===== src/rtl/coin_intake_module.sv =====
// Coin slot front end: per-input synchroniser and debounce, one accept event per
// insertion, and a saturating credit accumulator in units of 100.
module coin_intake_module #(
    parameter int DEBOUNCE_CYCLES = 4,
    parameter int MAX_CREDIT      = 10,
    parameter int CREDIT_W        = 4
) (
    input  logic                clock,
    input  logic                reset,
    input  logic                coin_100,
    input  logic                coin_500,
    input  logic                credit_clear,
    output logic [CREDIT_W-1:0] total_coins,
    output logic                coin_pulse,
    output logic                coin_rejected,
    output logic                credit_full
);

    localparam int CNT_W = (DEBOUNCE_CYCLES > 2) ? $clog2(DEBOUNCE_CYCLES) : 1;
    localparam logic [CNT_W-1:0] CNT_LAST = CNT_W'(DEBOUNCE_CYCLES - 1);
    localparam int SUM_W = CREDIT_W + 1;

    typedef enum logic [1:0] {
        IDLE      = 2'd0,
        ARMING    = 2'd1,
        HELD      = 2'd2,
        RELEASING = 2'd3
    } db_state_t;

    logic [1:0] coin_raw;
    logic [1:0] acc;

    assign coin_raw = {coin_500, coin_100};

    // Channel 0 is the 100 slot, channel 1 the 500 slot.
    genvar gi;
    generate
        for (gi = 0; gi < 2; gi++) begin : g_chan
            logic             sync1_reg;
            logic             sync2_reg;
            db_state_t        state_reg;
            db_state_t        state_next;
            logic [CNT_W-1:0] cnt_reg;
            logic [CNT_W-1:0] cnt_next;
            logic             acc_reg;
            logic             acc_next;

            always_ff @(posedge clock or posedge reset) begin
                if (reset) begin
                    sync1_reg <= 1'b0;
                    sync2_reg <= 1'b0;
                    state_reg <= IDLE;
                    cnt_reg   <= '0;
                    acc_reg   <= 1'b0;
                end else begin
                    sync1_reg <= coin_raw[gi];
                    sync2_reg <= sync1_reg;
                    state_reg <= state_next;
                    cnt_reg   <= cnt_next;
                    acc_reg   <= acc_next;
                end
            end

            always_comb begin
                state_next = state_reg;
                cnt_next   = cnt_reg;
                acc_next   = 1'b0;
                case (state_reg)
                    IDLE: begin
                        if (sync2_reg) begin
                            state_next = ARMING;
                            cnt_next   = CNT_W'(1);
                        end
                    end
                    ARMING: begin
                        if (!sync2_reg) begin
                            state_next = IDLE;
                            cnt_next   = '0;
                        end else if (cnt_reg == CNT_LAST) begin
                            state_next = HELD;
                            cnt_next   = '0;
                            acc_next   = 1'b1;
                        end else begin
                            cnt_next = cnt_reg + CNT_W'(1);
                        end
                    end
                    HELD: begin
                        // A coin that stays pressed never re-triggers.
                        if (!sync2_reg) begin
                            state_next = RELEASING;
                            cnt_next   = CNT_W'(1);
                        end
                    end
                    RELEASING: begin
                        if (sync2_reg) begin
                            state_next = HELD;
                            cnt_next   = '0;
                        end else if (cnt_reg == CNT_LAST) begin
                            state_next = IDLE;
                            cnt_next   = '0;
                        end else begin
                            cnt_next = cnt_reg + CNT_W'(1);
                        end
                    end
                    default: begin
                        state_next = IDLE;
                        cnt_next   = '0;
                    end
                endcase
            end

            assign acc[gi] = acc_reg;
        end
    endgenerate

    logic [CREDIT_W-1:0] total_reg;
    logic [CREDIT_W-1:0] total_next;
    logic                pulse_reg;
    logic                pulse_next;
    logic                rejected_reg;
    logic                rejected_next;
    logic                full_reg;
    logic                full_next;
    logic [SUM_W-1:0]    base;
    logic [SUM_W-1:0]    add;
    logic [SUM_W-1:0]    sum;

    // Clear is applied before the add so a coin landing with the clear is kept.
    assign base = credit_clear ? '0 : {1'b0, total_reg};
    assign add  = SUM_W'(acc[0]) + (acc[1] ? SUM_W'(5) : '0);
    assign sum  = base + add;

    always_comb begin
        total_next    = base[CREDIT_W-1:0];
        pulse_next    = 1'b0;
        rejected_next = 1'b0;
        if (add != '0) begin
            if (sum <= SUM_W'(MAX_CREDIT)) begin
                total_next = sum[CREDIT_W-1:0];
                pulse_next = 1'b1;
            end else begin
                rejected_next = 1'b1;
            end
        end
        full_next = (total_next == CREDIT_W'(MAX_CREDIT));
    end

    always_ff @(posedge clock or posedge reset) begin
        if (reset) begin
            total_reg    <= '0;
            pulse_reg    <= 1'b0;
            rejected_reg <= 1'b0;
            full_reg     <= 1'b0;
        end else begin
            total_reg    <= total_next;
            pulse_reg    <= pulse_next;
            rejected_reg <= rejected_next;
            full_reg     <= full_next;
        end
    end

    assign total_coins   = total_reg;
    assign coin_pulse    = pulse_reg;
    assign coin_rejected = rejected_reg;
    assign credit_full   = full_reg;

endmodule


===== config.mk =====
export PLATFORM = sky130hd
export DESIGN_NAME = coin_intake_module
export DESIGN_NICKNAME = d
export VERILOG_FILES = /design/src/rtl/coin_intake_module.sv
export SDC_FILE = /design/constraint.sdc
export NUM_CORES = 1
export LEC_CHECK = 0
export ABC_AREA = 1
export CAP_MARGIN = 40
export CORE_MARGIN = 5
export CORE_UTILIZATION = 35
export DETAILED_ROUTE_END_ITERATION = 16
export MAX_ROUTING_LAYER = met4
export PLACE_DENSITY = 0.64
export SYNTH_ARGS = -nofsm -noshare
export SYNTH_HDL_FRONTEND = slang
export SYNTH_SLANG_ARGS = --single-unit

===== constraint.sdc =====
create_clock -name clock -period 2.4 [get_ports clock]
set_input_delay 0.48 -clock clock [delete_from_list [all_inputs] [get_ports clock]]
set_output_delay 0.48 -clock clock [all_outputs]
set_load 0.005 [all_outputs]

# Yosys cells after proc, flatten, opt, wreduce, memory -nomap -nowiden
# Index checks and enable logic that the tools add are counted.
# totals
ff_bits	21
input_bits	5
out_inout_bits	7
elab_cells	81
# op_classes
add_sub_neg	4
n_lt_le_gt_ge	1
n_eq_ne	17
mux	38
n_reduce_logical	7
# op_table
operator	n
$mux 2	20
$pmux 2 s4	4
$eq 2x2->1 const B	6
$mux 4	3
$ne 3x3->1 const B	4
$mux 1	10
$ne 2x2->1 const B	4
$reduce_and 4->1	2
$add 4x4->5	1
$le 5x4->1 const B	1
$reduce_bool 5->1	1
$add 1x3->4	1
$add 2x1->2 const B	2
$eq 2x1->1 const B	2
$eq 4x4->1 const B	1
$logic_not 2->1	2
$reduce_and 2->1	2
$mux 3	1

# Depth between registers and ports, before layout
# logic_depth
depth_word	7
depth_mapped	14
depth_no_buf	14

# Worst setup path after synthesis
# OpenSTA, ideal clock, no wires.
# synth_path
kind	register -> register
start	reg g_chan[1].acc_reg
end	reg full_reg, in the netlist credit_full
setup_ns	0.114
arrival_ns	1.931
required_ns	2.286
path_slack_ns	0.354
stages_incl_launch_ff	13
path_buffers	0
synth_period_minus_slack_ns	2.046
path_cell_list	dfrtp_1 > inv_1 > ha_1 > ha_1 > fa_1 > nand2_1 > nand3_2 > nand3_4 > nand3_2 > nand2_1 > nand2_2 > nand2_1 > nor2_1
# synth_via
elab_chain_cells	7
elab_cells_between_ends	8
cone_classes	add/sub: 2; order compare: 1; eq/ne: 1; mux: 3; reduce/logical: 1
# synth_lines
element	line_no	rtl
start: declaration	45	logic acc_reg;
start signal: assignment	60	acc_reg <= acc_next;
$mux 3 (*)	130	assign add = SUM_W'(acc[0]) + (acc[1] ? SUM_W'(5) : '0);
$add 1x3->4 (*)	130	
$add 4x4->5	131	assign sum = base + add;
$le 5x4->1	138	if (sum <= SUM_W'(MAX_CREDIT)) begin
$mux 4	138	
$mux 4 (*)	137	if (add != '0) begin
via total_next[1]	117	logic [CREDIT_W-1:0] total_next;
$eq 4x4->1 (*)	145	full_next = (total_next == CREDIT_W'(MAX_CREDIT));
via full_next	123	logic full_next;
end signal: assignment	158	full_reg <= full_next;
end: declaration	122	logic full_reg;
# Mark *: on every way through the listed nets, which the timed path passes. The rest lies on a longest branch.
# A chain may end at the register's enable or synchronous reset.

# Worst setup path after layout
# Ends and elaborated chain as after synthesis.

==> impl_metrics.toml <==
[setup_path]
crit_fanout = 5
slowest_delay_ns = 0.55
path_cells = "inv_1, ha_1, ha_1, fa_2, nand2_1, nand3_2, nand3_4, nand3_4, nand2_1, nand2_2, nand2_1, nor2_1"
cp-end-kind = "flip-flop"
crit_path_top_delay_cell = "fa_2"
critPathTopFamily = "adder cells"
rr_endpoint = "credit_full"
required_ns = 2.63
path_common_cell = "nand2_1"
cp-start-kind = "flip-flop"
worst-path-buf-inv = 1
reg2reg_from = "g_chan[1].acc_reg"
reg2reg_depth = 12
startpoint = "g_chan[1].acc_reg"
worstPathArrival_ns = 2.49
rrSetupSlack_ns = 0.14
endpoint = "credit_full"
cp.depth = 12
crit_type = "flip-flop to flip-flop"

[drt]
drc = 0
routed_wl_microns = 1873
vias_per_cell = 4.667
drt_iter0_drc = 21
dr.pass1.iters = 4
num_vias = 798
avgRoutedWirePerCell_microns = 10.95
ant_nets = 0

[timing]
maxSlewViolCount = 0
fin_crit_ns = 2.261
hold_viol_final = 0
maxSlewHeadroom_pct = 49.46
skew_ns = 0.002435
worst_pin_slew_ns = 0.7572
setup_viol = 0
min_period_over_period_pct = 94.22
fmax_ghz = 0.4422

[grt]
antenna_found_initial = 0
use_met3_pct = 2.253
grt_pass1_wl_microns = 3249
track_usage_pct = 10.21
grt_pass1_vias = 789
groute.layer.met2.usage_pct = 16.60
gr-max-usage-layer = "met2"
grtUsageMet1_pct = 12.40
grt_overflow = 0
grt_max_degree = 22

[floorplan]
die_w_microns = 65.06
fp-row-count = 20
core_sq_um = 2978
ios = 12
die_area_sq_um = 4233
start_util_pct = 35.63
die_h_microns = 65.06

[placed_design]
post-dp-hpwl_microns = 1503
place_congestion = 0.8206
placed_cells = 166
numPortBuffers = 11

[clock_tree]
cts.sink_count = 21
insertion_delay_ns = 0.29
path_clk_slew_ns = 0.11
clockRootBuffer = "clkbuf_4"
cts_hold_buf = 0
h-tree-depth = 1
clk_path_buf_depth = 2
cts_tree = "yes"
cts_buffers = 3

[yosys]
synth_cells = 114
syn_nets = 127
yosysWarnings = 0
syn-mean-instance-area_sq_um = 9.307
yosys_register_bits = 21
synth_cell_types = 21
synth_seq_area_share_pct = 49.53
netlist_area_sq_um = 1061

[final_layout]
final_util_pct = 44.29
layout-area-overhead-vs-synth_pct = 24.29
stdcell_count = 171
antenna_cells = 0
final_nets = 152
drive_above_1_share_pct = 20.29

[pwr]
peakVddDrop_uv = 420.9
p_leak_nw = 0.7077
p_total_mw = 0.9140
power_density_nw_per_um2 = 693.1

[hold_path]
hold_path_class = "flip-flop to flip-flop"

[status]
status = "finished clean"

[flow_run]
maxCapViolCount = 0
## area by class of cell
type,instances,area (sq um)
Timing Repair Buffer,20,180.2
Multi-Input combinational cell,69,455.4
Sequential cell,21,525.5
Tap cell,33,41.29
Clock buffer,4,26.28
Inverter,24,90.09
Fill cell,282,1659
## cells in the mapped netlist, drive strengths merged
cell,number,area (sq um)
a21oi,4,20.02
nand3b,1,7.510
ha,7,87.58
nand4,4,25.02
nor3,1,5.000
inv,24,90.09
and2,1,7.510
o21ai,4,23.77
fa,1,20.02
dfrtp,21,525.5
nand3,8,72.57
o31ai,1,7.510
xnor2,2,17.52
nand2,28,117.6
nor2,7,33.78
## what timing repair did
action | CTS | global route
buffers inserted | 0 | 1
hold endpoints to repair | 0 | 0
resized for setup | 0 | 3
setup endpoints to repair | 0 | 1
## kinds of logic after synthesis
| family | synth area share [%] |
|---|---|
| fa+ha+maj | 10.14 |
| buf+inv | 8.491 |
| xor+xnor | 1.651 |
| compound gates | 4.835 |
| flops | 49.53 |
| simple gates | 25.35 |
## how the worst min path moves through the flow
stage / depth (start not counted) / slack [ns] / from / endpoint
floorplan: 0 / 0.33 / g_chan[0].sync1_reg / g_chan[0].sync2_reg
global placement: 0 / 0.33 / g_chan[0].sync1_reg / g_chan[0].sync2_reg
detailed placement: 0 / 0.34 / g_chan[0].sync1_reg / g_chan[0].sync2_reg
CTS: 0 / 0.37 / g_chan[0].sync1_reg / g_chan[0].sync2_reg
global route: 0 / 0.38 / g_chan[1].sync1_reg / g_chan[1].sync2_reg
finish: 0 / 0.36 / g_chan[0].sync1_reg / g_chan[0].sync2_reg
## per-stage QoR
step	hold slack, ns	setup TNS (ns)	instance area (sq um)	setup slack, ns
after floorplan	0.3312	0	1061	0.3543
after CTS	0.3652	0	1299	0.09060
final	0.3609	0	1319	0.1387
after global routing	0.3818	-0.001963	1319	-0.001963
after global placement	0.3348	-0.6087	1272	-0.1610
after detailed placement	0.3389	-0.8788	1272	-0.2072
## where the power goes
group,switching [mW],internal [mW],total (mW)
clock,0.0985,0.0646,0.163
combinational,0.139,0.120,0.260
sequential,0.0599,0.431,0.491
total,0.298,0.616,0.914
## per-layer routing
metal / part of all wire [%] / wire (microns)
met5: 0 / 0
met4: 0.53 / 10
met3: 2.5 / 47
met2: 49 / 920
met1: 48 / 894
## layout by cell type, fill, tap and decap left out, types with 2 or more instances in the layout
master,n
nand4_1,4
nor2_1,6
nand2_1,23
nand3_4,2
nand3_2,3
inv_2,2
nand3_1,3
clkbuf_4,3
inv_1,22
o21ai_0,3
buf_4,9
nand2_2,5
ha_1,7
xnor2_1,2
a21oi_1,4
clkdlybuf4s50_1,10
dfrtp_1,21
Note: power is estimated with default switching activity, not from simulation.
